$ cat src/rtl/hash_ram_writer_if.sv
// Stream-in / BRAM-write bundle for hash_ram_writer.
// slave = the writer (consumes the stream, drives the BRAM port); master = stream source / BRAM side.
interface hash_ram_writer_if #(
    parameter int ADDR_W = 32,
    parameter int DATA_W = 64
);
    logic              s_valid;
    logic [DATA_W-1:0] s_data;
    logic              s_ready;
    logic              wen;
    logic [ADDR_W-1:0] waddr;
    logic [DATA_W-1:0] wdata;
    logic [7:0]        wmask;

    modport slave (
        input  s_valid, s_data,
        output s_ready, wen, waddr, wdata, wmask
    );

    modport master (
        output s_valid, s_data,
        input  s_ready, wen, waddr, wdata, wmask
    );
endinterface

$ cat src/rtl/hash_ram_writer.sv
// Fills two ping-pong HASH BRAM row buffers from the SHAKE squeeze stream and hands rows to the consumer.
// Optional macro HASH_WR_BYTESWAP_EN: byte-reverse each stream word before it is written.
module hash_ram_writer #(
    parameter int ADDR_W = 32,
    parameter int DATA_W = 64,
    parameter int CNT_W  = 10
) (
    input  logic              clk,
    input  logic              rst,
    input  logic              start,
    input  logic [ADDR_W-1:0] base_addr,
    input  logic [ADDR_W-1:0] buf_stride,
    input  logic [CNT_W-1:0]  row_words,
    input  logic [10:0]       num_rows,
    hash_ram_writer_if.slave  bus,
    output logic              row_valid,
    output logic              row_buf,
    input  logic              row_release,
    output logic              busy,
    output logic              done
);
    localparam logic [ADDR_W-1:0] STEP = ADDR_W'(DATA_W / 8);

    typedef enum logic [2:0] {
        S_IDLE,
        S_FILL,
        S_WAIT_BUF,
        S_DRAIN,
        S_DONE
    } state_t;

    state_t            state_q;
    logic [1:0]        full_q;
    logic              fill_sel_q;
    logic              rd_sel_q;
    logic [CNT_W-1:0]  word_cnt_q;
    logic [10:0]       row_cnt_q;
    logic [ADDR_W-1:0] base0_q;
    logic [ADDR_W-1:0] base1_q;
    logic [CNT_W-1:0]  row_words_q;
    logic [10:0]       num_rows_q;
    logic              wen_q;
    logic [ADDR_W-1:0] waddr_q;
    logic [DATA_W-1:0] wdata_q;
    logic              pend_q;
    logic              pend_buf_q;
    logic              busy_q;
    logic              done_q;

    logic              s_ready_c;
    logic              accept;
    logic              rel;
    logic              row_end;
    logic              last_row;
    logic [1:0]        clr_vec;
    logic [1:0]        set_vec;
    logic [1:0]        full_d;
    logic [ADDR_W-1:0] waddr_d;
    logic [DATA_W-1:0] wr_word;

    assign s_ready_c = (state_q == S_FILL) && !full_q[fill_sel_q];
    assign accept    = bus.s_valid && s_ready_c;
    assign rel       = row_release && full_q[rd_sel_q];
    assign row_end   = accept && (word_cnt_q == row_words_q - CNT_W'(1));
    assign last_row  = (row_cnt_q == num_rows_q - 11'd1);
    assign waddr_d   = (fill_sel_q ? base1_q : base0_q) + ADDR_W'(word_cnt_q) * STEP;

    // A finished row is marked full one cycle after its last write, so the data is
    // committed in BRAM before the consumer can see row_valid.
    genvar gi;
    generate
        for (gi = 0; gi < 2; gi++) begin : g_buf
            assign clr_vec[gi] = rel && (rd_sel_q == 1'(gi));
            assign set_vec[gi] = pend_q && (pend_buf_q == 1'(gi));
        end
    endgenerate

    assign full_d = (full_q & ~clr_vec) | set_vec;

`ifdef HASH_WR_BYTESWAP_EN
    generate
        for (gi = 0; gi < DATA_W / 8; gi++) begin : g_swap
            assign wr_word[DATA_W-1-8*gi -: 8] = bus.s_data[8*gi +: 8];
        end
    endgenerate
`else
    assign wr_word = bus.s_data;
`endif

    always_ff @(posedge clk) begin
        if (rst) begin
            state_q     <= S_IDLE;
            full_q      <= 2'b00;
            fill_sel_q  <= 1'b0;
            rd_sel_q    <= 1'b0;
            word_cnt_q  <= '0;
            row_cnt_q   <= '0;
            base0_q     <= '0;
            base1_q     <= '0;
            row_words_q <= '0;
            num_rows_q  <= '0;
            wen_q       <= 1'b0;
            waddr_q     <= '0;
            wdata_q     <= '0;
            pend_q      <= 1'b0;
            pend_buf_q  <= 1'b0;
            busy_q      <= 1'b0;
            done_q      <= 1'b0;
        end else begin
            wen_q  <= accept;
            pend_q <= row_end;
            done_q <= 1'b0;
            full_q <= full_d;
            if (accept) begin
                waddr_q <= waddr_d;
                wdata_q <= wr_word;
            end
            if (row_end) begin
                pend_buf_q <= fill_sel_q;
                word_cnt_q <= '0;
                fill_sel_q <= ~fill_sel_q;
                row_cnt_q  <= row_cnt_q + 11'd1;
            end else if (accept) begin
                word_cnt_q <= word_cnt_q + CNT_W'(1);
            end
            if (rel) begin
                rd_sel_q <= ~rd_sel_q;
            end

            case (state_q)
                S_IDLE: begin
                    if (start) begin
                        base0_q     <= base_addr;
                        base1_q     <= base_addr + buf_stride;
                        row_words_q <= row_words;
                        num_rows_q  <= num_rows;
                        word_cnt_q  <= '0;
                        row_cnt_q   <= '0;
                        fill_sel_q  <= 1'b0;
                        rd_sel_q    <= 1'b0;
                        full_q      <= 2'b00;
                        if (row_words == '0 || num_rows == 11'd0) begin
                            state_q <= S_DONE;
                            done_q  <= 1'b1;
                        end else begin
                            state_q <= S_FILL;
                            busy_q  <= 1'b1;
                        end
                    end
                end
                S_FILL: begin
                    if (row_end) begin
                        if (last_row) begin
                            state_q <= S_DRAIN;
                        end else if (full_d[~fill_sel_q]) begin
                            state_q <= S_WAIT_BUF;
                        end
                    end
                end
                S_WAIT_BUF: begin
                    if (!full_q[fill_sel_q]) begin
                        state_q <= S_FILL;
                    end
                end
                S_DRAIN: begin
                    // Every row is written; the job ends on the release that empties both buffers.
                    if (rel && full_d == 2'b00) begin
                        state_q <= S_DONE;
                        done_q  <= 1'b1;
                        busy_q  <= 1'b0;
                    end
                end
                S_DONE: begin
                    state_q <= S_IDLE;
                end
                default: begin
                    state_q <= S_IDLE;
                end
            endcase
        end
    end

    assign bus.s_ready = s_ready_c;
    assign bus.wen     = wen_q;
    assign bus.waddr   = waddr_q;
    assign bus.wdata   = wdata_q;
    assign bus.wmask   = 8'hFF;
    assign row_valid   = full_q[rd_sel_q];
    assign row_buf     = rd_sel_q;
    assign busy        = busy_q;
    assign done        = done_q;
endmodule
$ cat src/flat_wrapper.sv
// flat-port wrapper written by rule: the top's interface ports become plain ports
module hash_ram_writer_flat 
#(
    parameter int ADDR_W = 32,
    parameter int DATA_W = 64,
    parameter int CNT_W  = 10
)
  (clk, rst, start, base_addr, buf_stride, row_words, num_rows, row_valid, row_buf, row_release, busy, done, bus_s_valid, bus_s_data, bus_s_ready, bus_wen, bus_waddr, bus_wdata, bus_wmask);
  hash_ram_writer_if #(.ADDR_W(ADDR_W), .DATA_W(DATA_W)) bus_i ();
  input  logic clk;
  input  logic rst;
  input  logic start;
  input  logic [ADDR_W-1:0] base_addr;
  input  logic [ADDR_W-1:0] buf_stride;
  input  logic [CNT_W-1:0] row_words;
  input  logic [10:0] num_rows;
  output logic row_valid;
  output logic row_buf;
  input  logic row_release;
  output logic busy;
  output logic done;
  input wire logic [$bits(bus_i.s_valid)-1:0] bus_s_valid;
  input wire logic [$bits(bus_i.s_data)-1:0] bus_s_data;
  output wire logic [$bits(bus_i.s_ready)-1:0] bus_s_ready;
  output wire logic [$bits(bus_i.wen)-1:0] bus_wen;
  output wire logic [$bits(bus_i.waddr)-1:0] bus_waddr;
  output wire logic [$bits(bus_i.wdata)-1:0] bus_wdata;
  output wire logic [$bits(bus_i.wmask)-1:0] bus_wmask;
  assign bus_i.s_valid = bus_s_valid;
  assign bus_i.s_data = bus_s_data;
  assign bus_s_ready = bus_i.s_ready;
  assign bus_wen = bus_i.wen;
  assign bus_waddr = bus_i.waddr;
  assign bus_wdata = bus_i.wdata;
  assign bus_wmask = bus_i.wmask;
  hash_ram_writer #(.ADDR_W(ADDR_W), .DATA_W(DATA_W), .CNT_W(CNT_W)) u_core (.clk(clk), .rst(rst), .start(start), .base_addr(base_addr), .buf_stride(buf_stride), .row_words(row_words), .num_rows(num_rows), .bus(bus_i), .row_valid(row_valid), .row_buf(row_buf), .row_release(row_release), .busy(busy), .done(done));
endmodule
$ cat config.mk
export PLATFORM = sky130hd
export DESIGN_NAME = hash_ram_writer_flat
export DESIGN_NICKNAME = d
export VERILOG_FILES = /design/src/rtl/hash_ram_writer_if.sv /design/src/rtl/hash_ram_writer.sv /design/src/flat_wrapper.sv
export SDC_FILE = /design/constraint.sdc
export NUM_CORES = 1
export LEC_CHECK = 0
export CAP_MARGIN = 0
export CORE_ASPECT_RATIO = 0.7
export CORE_MARGIN = 2
export CORE_UTILIZATION = 51
export DETAILED_ROUTE_END_ITERATION = 7
export PLACE_DENSITY = 0.93
export SYNTH_ARGS = -nofsm -noshare
export SYNTH_HDL_FRONTEND = slang
export SYNTH_SLANG_ARGS = --single-unit
$ cat constraint.sdc
create_clock -name clk -period 6.9 [get_ports clk]
set_clock_uncertainty 0.2 [all_clocks]
set_input_delay 1.38 -clock clk [delete_from_list [all_inputs] [get_ports clk]]
set_output_delay 1.38 -clock clk [all_outputs]
set_load 0.01 [all_outputs]
==> metrics.txt <==
outcome=completed; list of most frequent post-synthesis cells=nand2_1, a21oi_1, dfxtp_1; Min Hold Slack=around 250 ps; commonest register cell after synthesis=dfxtp_1; area of the die=around 0.023 mm2; TritonCTS clock tree=built; Die H=approximately 130 um; core footprint=0.0215 mm2; Port Buffer Count=255; FILL cells=1691; WP buf/inv=1; CTS hold repair buffers=0; clk buf depth=3; register area=0.00429 mm2; Clock Pin Slew Worst Setup and Hold Paths=60 ps; DP Worst Slack=2170 ps; HPWL Detailed=roughly 23000 um; multi-input logic area=0.00640 mm2; via count=around 11000; Pwr Density=212 mW/mm2; Slew Limit Fails=0; Post CTS Setup Buffer Count=0; total power=a little over 3 mW; count leader, synth=nand2_1; PostCTS Resize Cnt=0; fin area=0.0144 mm2; CP Class=flop to flop; CP Cell Sequence=buf_4 -> mux2_2 -> ha_1 -> o21ai_1 -> a21oi_1 -> o21ai_0 -> a211oi_1 -> o21ai_0 -> or4_1 -> nand3_1 -> a21oi_1; Worst Path Arrival=4950 ps; total CTS buffers=21; Routed WL=31800 um; cell taking the most area after synthesis=dfxtp_1; Hold Violations, Final=0; R2R Setup Slk=just over 2000 ps; crit path time final=approximately 4800 ps; largest net degree at the start of global routing=97; Placer Congestion=0.957; largest cells by area after synthesis=dfxtp_1, nand2_1, a21oi_1; Vias/cell=5.66; Yosys top cell area share=roughly 39%; Setup-failing EPs final=0; Starting DRT DRC Count=857; max_cap viols=0; Initial Util=~52%; # rows=45; clock sinks=214; Tcrit/Tclk final=69.9%; number of synthesized register bits=214; Area Overhead vs Synth=30.0%; sequential share of the synthesized area=38.6%; unrepaired setup endpoints after global routing=false; fmax=207 MHz; I/O pins=264; Critical Path RT=7030 ps; worst-margin pin slew=1100 ps; Syn Inst Count=around 1400; Nets=~1800; DRT Pass-1 Iters=5; share of layout cells above drive strength 1=4.71%; Peak VDD IR=0.000156 V; Rel. slew slack=between 20% and 30%; number of remaining DRC errors=0; startpoint types=flop; CP max-delay cell=a211oi_1; critical path endpoint category=flop; synthesized area per cell=7.82 um2; # diodes=0; Synth async-reset ratio=0%; WL/cell=16.6 um; vias in the first global route=10419; EDFF count, synth=0; H-tree lvl count=1; critical path fanouts, max=42; clock latency on the worst-skew pair=roughly 490 ps; first-pass GRT wire length=51700 um; leak pwr=5.34 nW; Tot GR Track Use=26.7%; DRT antenna net count=0; Netlist Area Pre-Place=around 0.011 mm2; Yosys warnings=0; Synth cell types=67; Die Width=180 um; Crit path largest cell delay=960 ps; initial antenna violation count=0; CTS Root Cell=clkbuf_16; gr ovfl total=0; DP Area=0.0137 mm2; Fin Setup TNS=0 ps; family with the most delay on the worst path=compound AO/OA/AOI/OAI gates; Hold Crit Class=flop to flop; post-route setup slack=2080 ps
==> worst register-to-register path, stage by stage, from the launching register on <==
cell and delay, ps:
dfxtp_2 390, buf_4 510, mux2_2 430, ha_1 320
o21ai_1 100, a21oi_1 210, o21ai_0 190, a211oi_1 960
o21ai_0 560, or4_1 600, nand3_1 110, a21oi_1 80
==> sequential cells by signal (all words and copies together), names as in the netlist <==
register / flops
u_core.row_buf: 1
u_core.base0_q: 32
u_core.bus.waddr: 32
u_core.state_q: 3
u_core.full_q: 2
u_core.fill_sel_q: 1
u_core.done: 1
u_core.busy: 1
u_core.pend_q: 1
u_core.row_cnt_q: 11
u_core.word_cnt_q: 10
u_core.base1_q: 32
u_core.bus.wdata: 64
u_core.pend_buf_q: 1
u_core.num_rows_q: 11
u_core.row_words_q: 10
u_core.bus.wen: 1
==> per-layer routing <==
layer  GRT usage, %  share of wire [%]  routed length [um]
met1           34.8                 44               13800
met4           7.12                2.2                 699
met3           4.28                6.0                1920
met5              0                  0                   0
met2           46.4                 48               15400
==> worst paths after layout <==
check	cells after the start	endpoint	startpoint
worst max-delay path	11	u_core.bus.waddr[31]	u_core.fill_sel_q
worst min-delay path	2	u_core.bus.wdata[50]	u_core.bus.wdata[50]
worst max register to register	11	u_core.bus.waddr[31]	u_core.fill_sel_q
worst min register to register	2	u_core.bus.wdata[50]	u_core.bus.wdata[50]
==> logic make-up (layout without fill, tap and decap cells) <==
group	count (synthesis)	in the layout	synth area share, %
other cells	1	8	0.0338
mux	39	39	3.70
xor+xnor	79	79	6.23
flops	214	214	38.6
simple gates	571	571	22.9
compound gates	354	354	18.7
buf+inv	114	322	4.22
fa+ha+maj	49	49	5.65
==> power by group <==
part	internal [mW]	switching, mW	total, mW
clock network	0.707	0.475	1.18
registers	1.29	0.0447	1.34
logic	0.257	0.286	0.543
==> layout by cell type, fill, tap and decap left out, types with 8 or more instances in the layout <==
cell type and n:
nand2_1 362, clkdlybuf4s50_1 254, a21oi_1 222, dfxtp_1 213
nor2_1 63, xnor2_1 49, ha_1 47, xor2_1 30
a21o_1 28, inv_1 26, nand3_1 26, o21ai_0 24
mux2i_1 22, nor3_1 22, clkbuf_16 21, mux2_2 17
or3_1 11, and3_1 10, nor2b_1 10, nor4_1 10
o211ai_1 9, a211oi_1 9, nand4_1 8, a31oi_1 8
conb_1 8
==> per-stage QoR <==
step                utilization, %  cells
floorplan                        -   1428
global placement              63.8   1882
detailed placement            63.8   1882
CTS                           67.1   1918
global route                  67.1   1918
finish                        67.1   1918
==> layout make-up <==
cell class / count / area share, %
well taps: 282 / 2.44
clock buffers: 30 / 4.36
multi-input cells: 1100 / 44.3
flip-flops and latches: 214 / 29.7
inverters: 26 / 0.676
repair buffers: 260 / 17.9
clock inverters: 6 / 0.572
(Power assumes the default switching activity.)
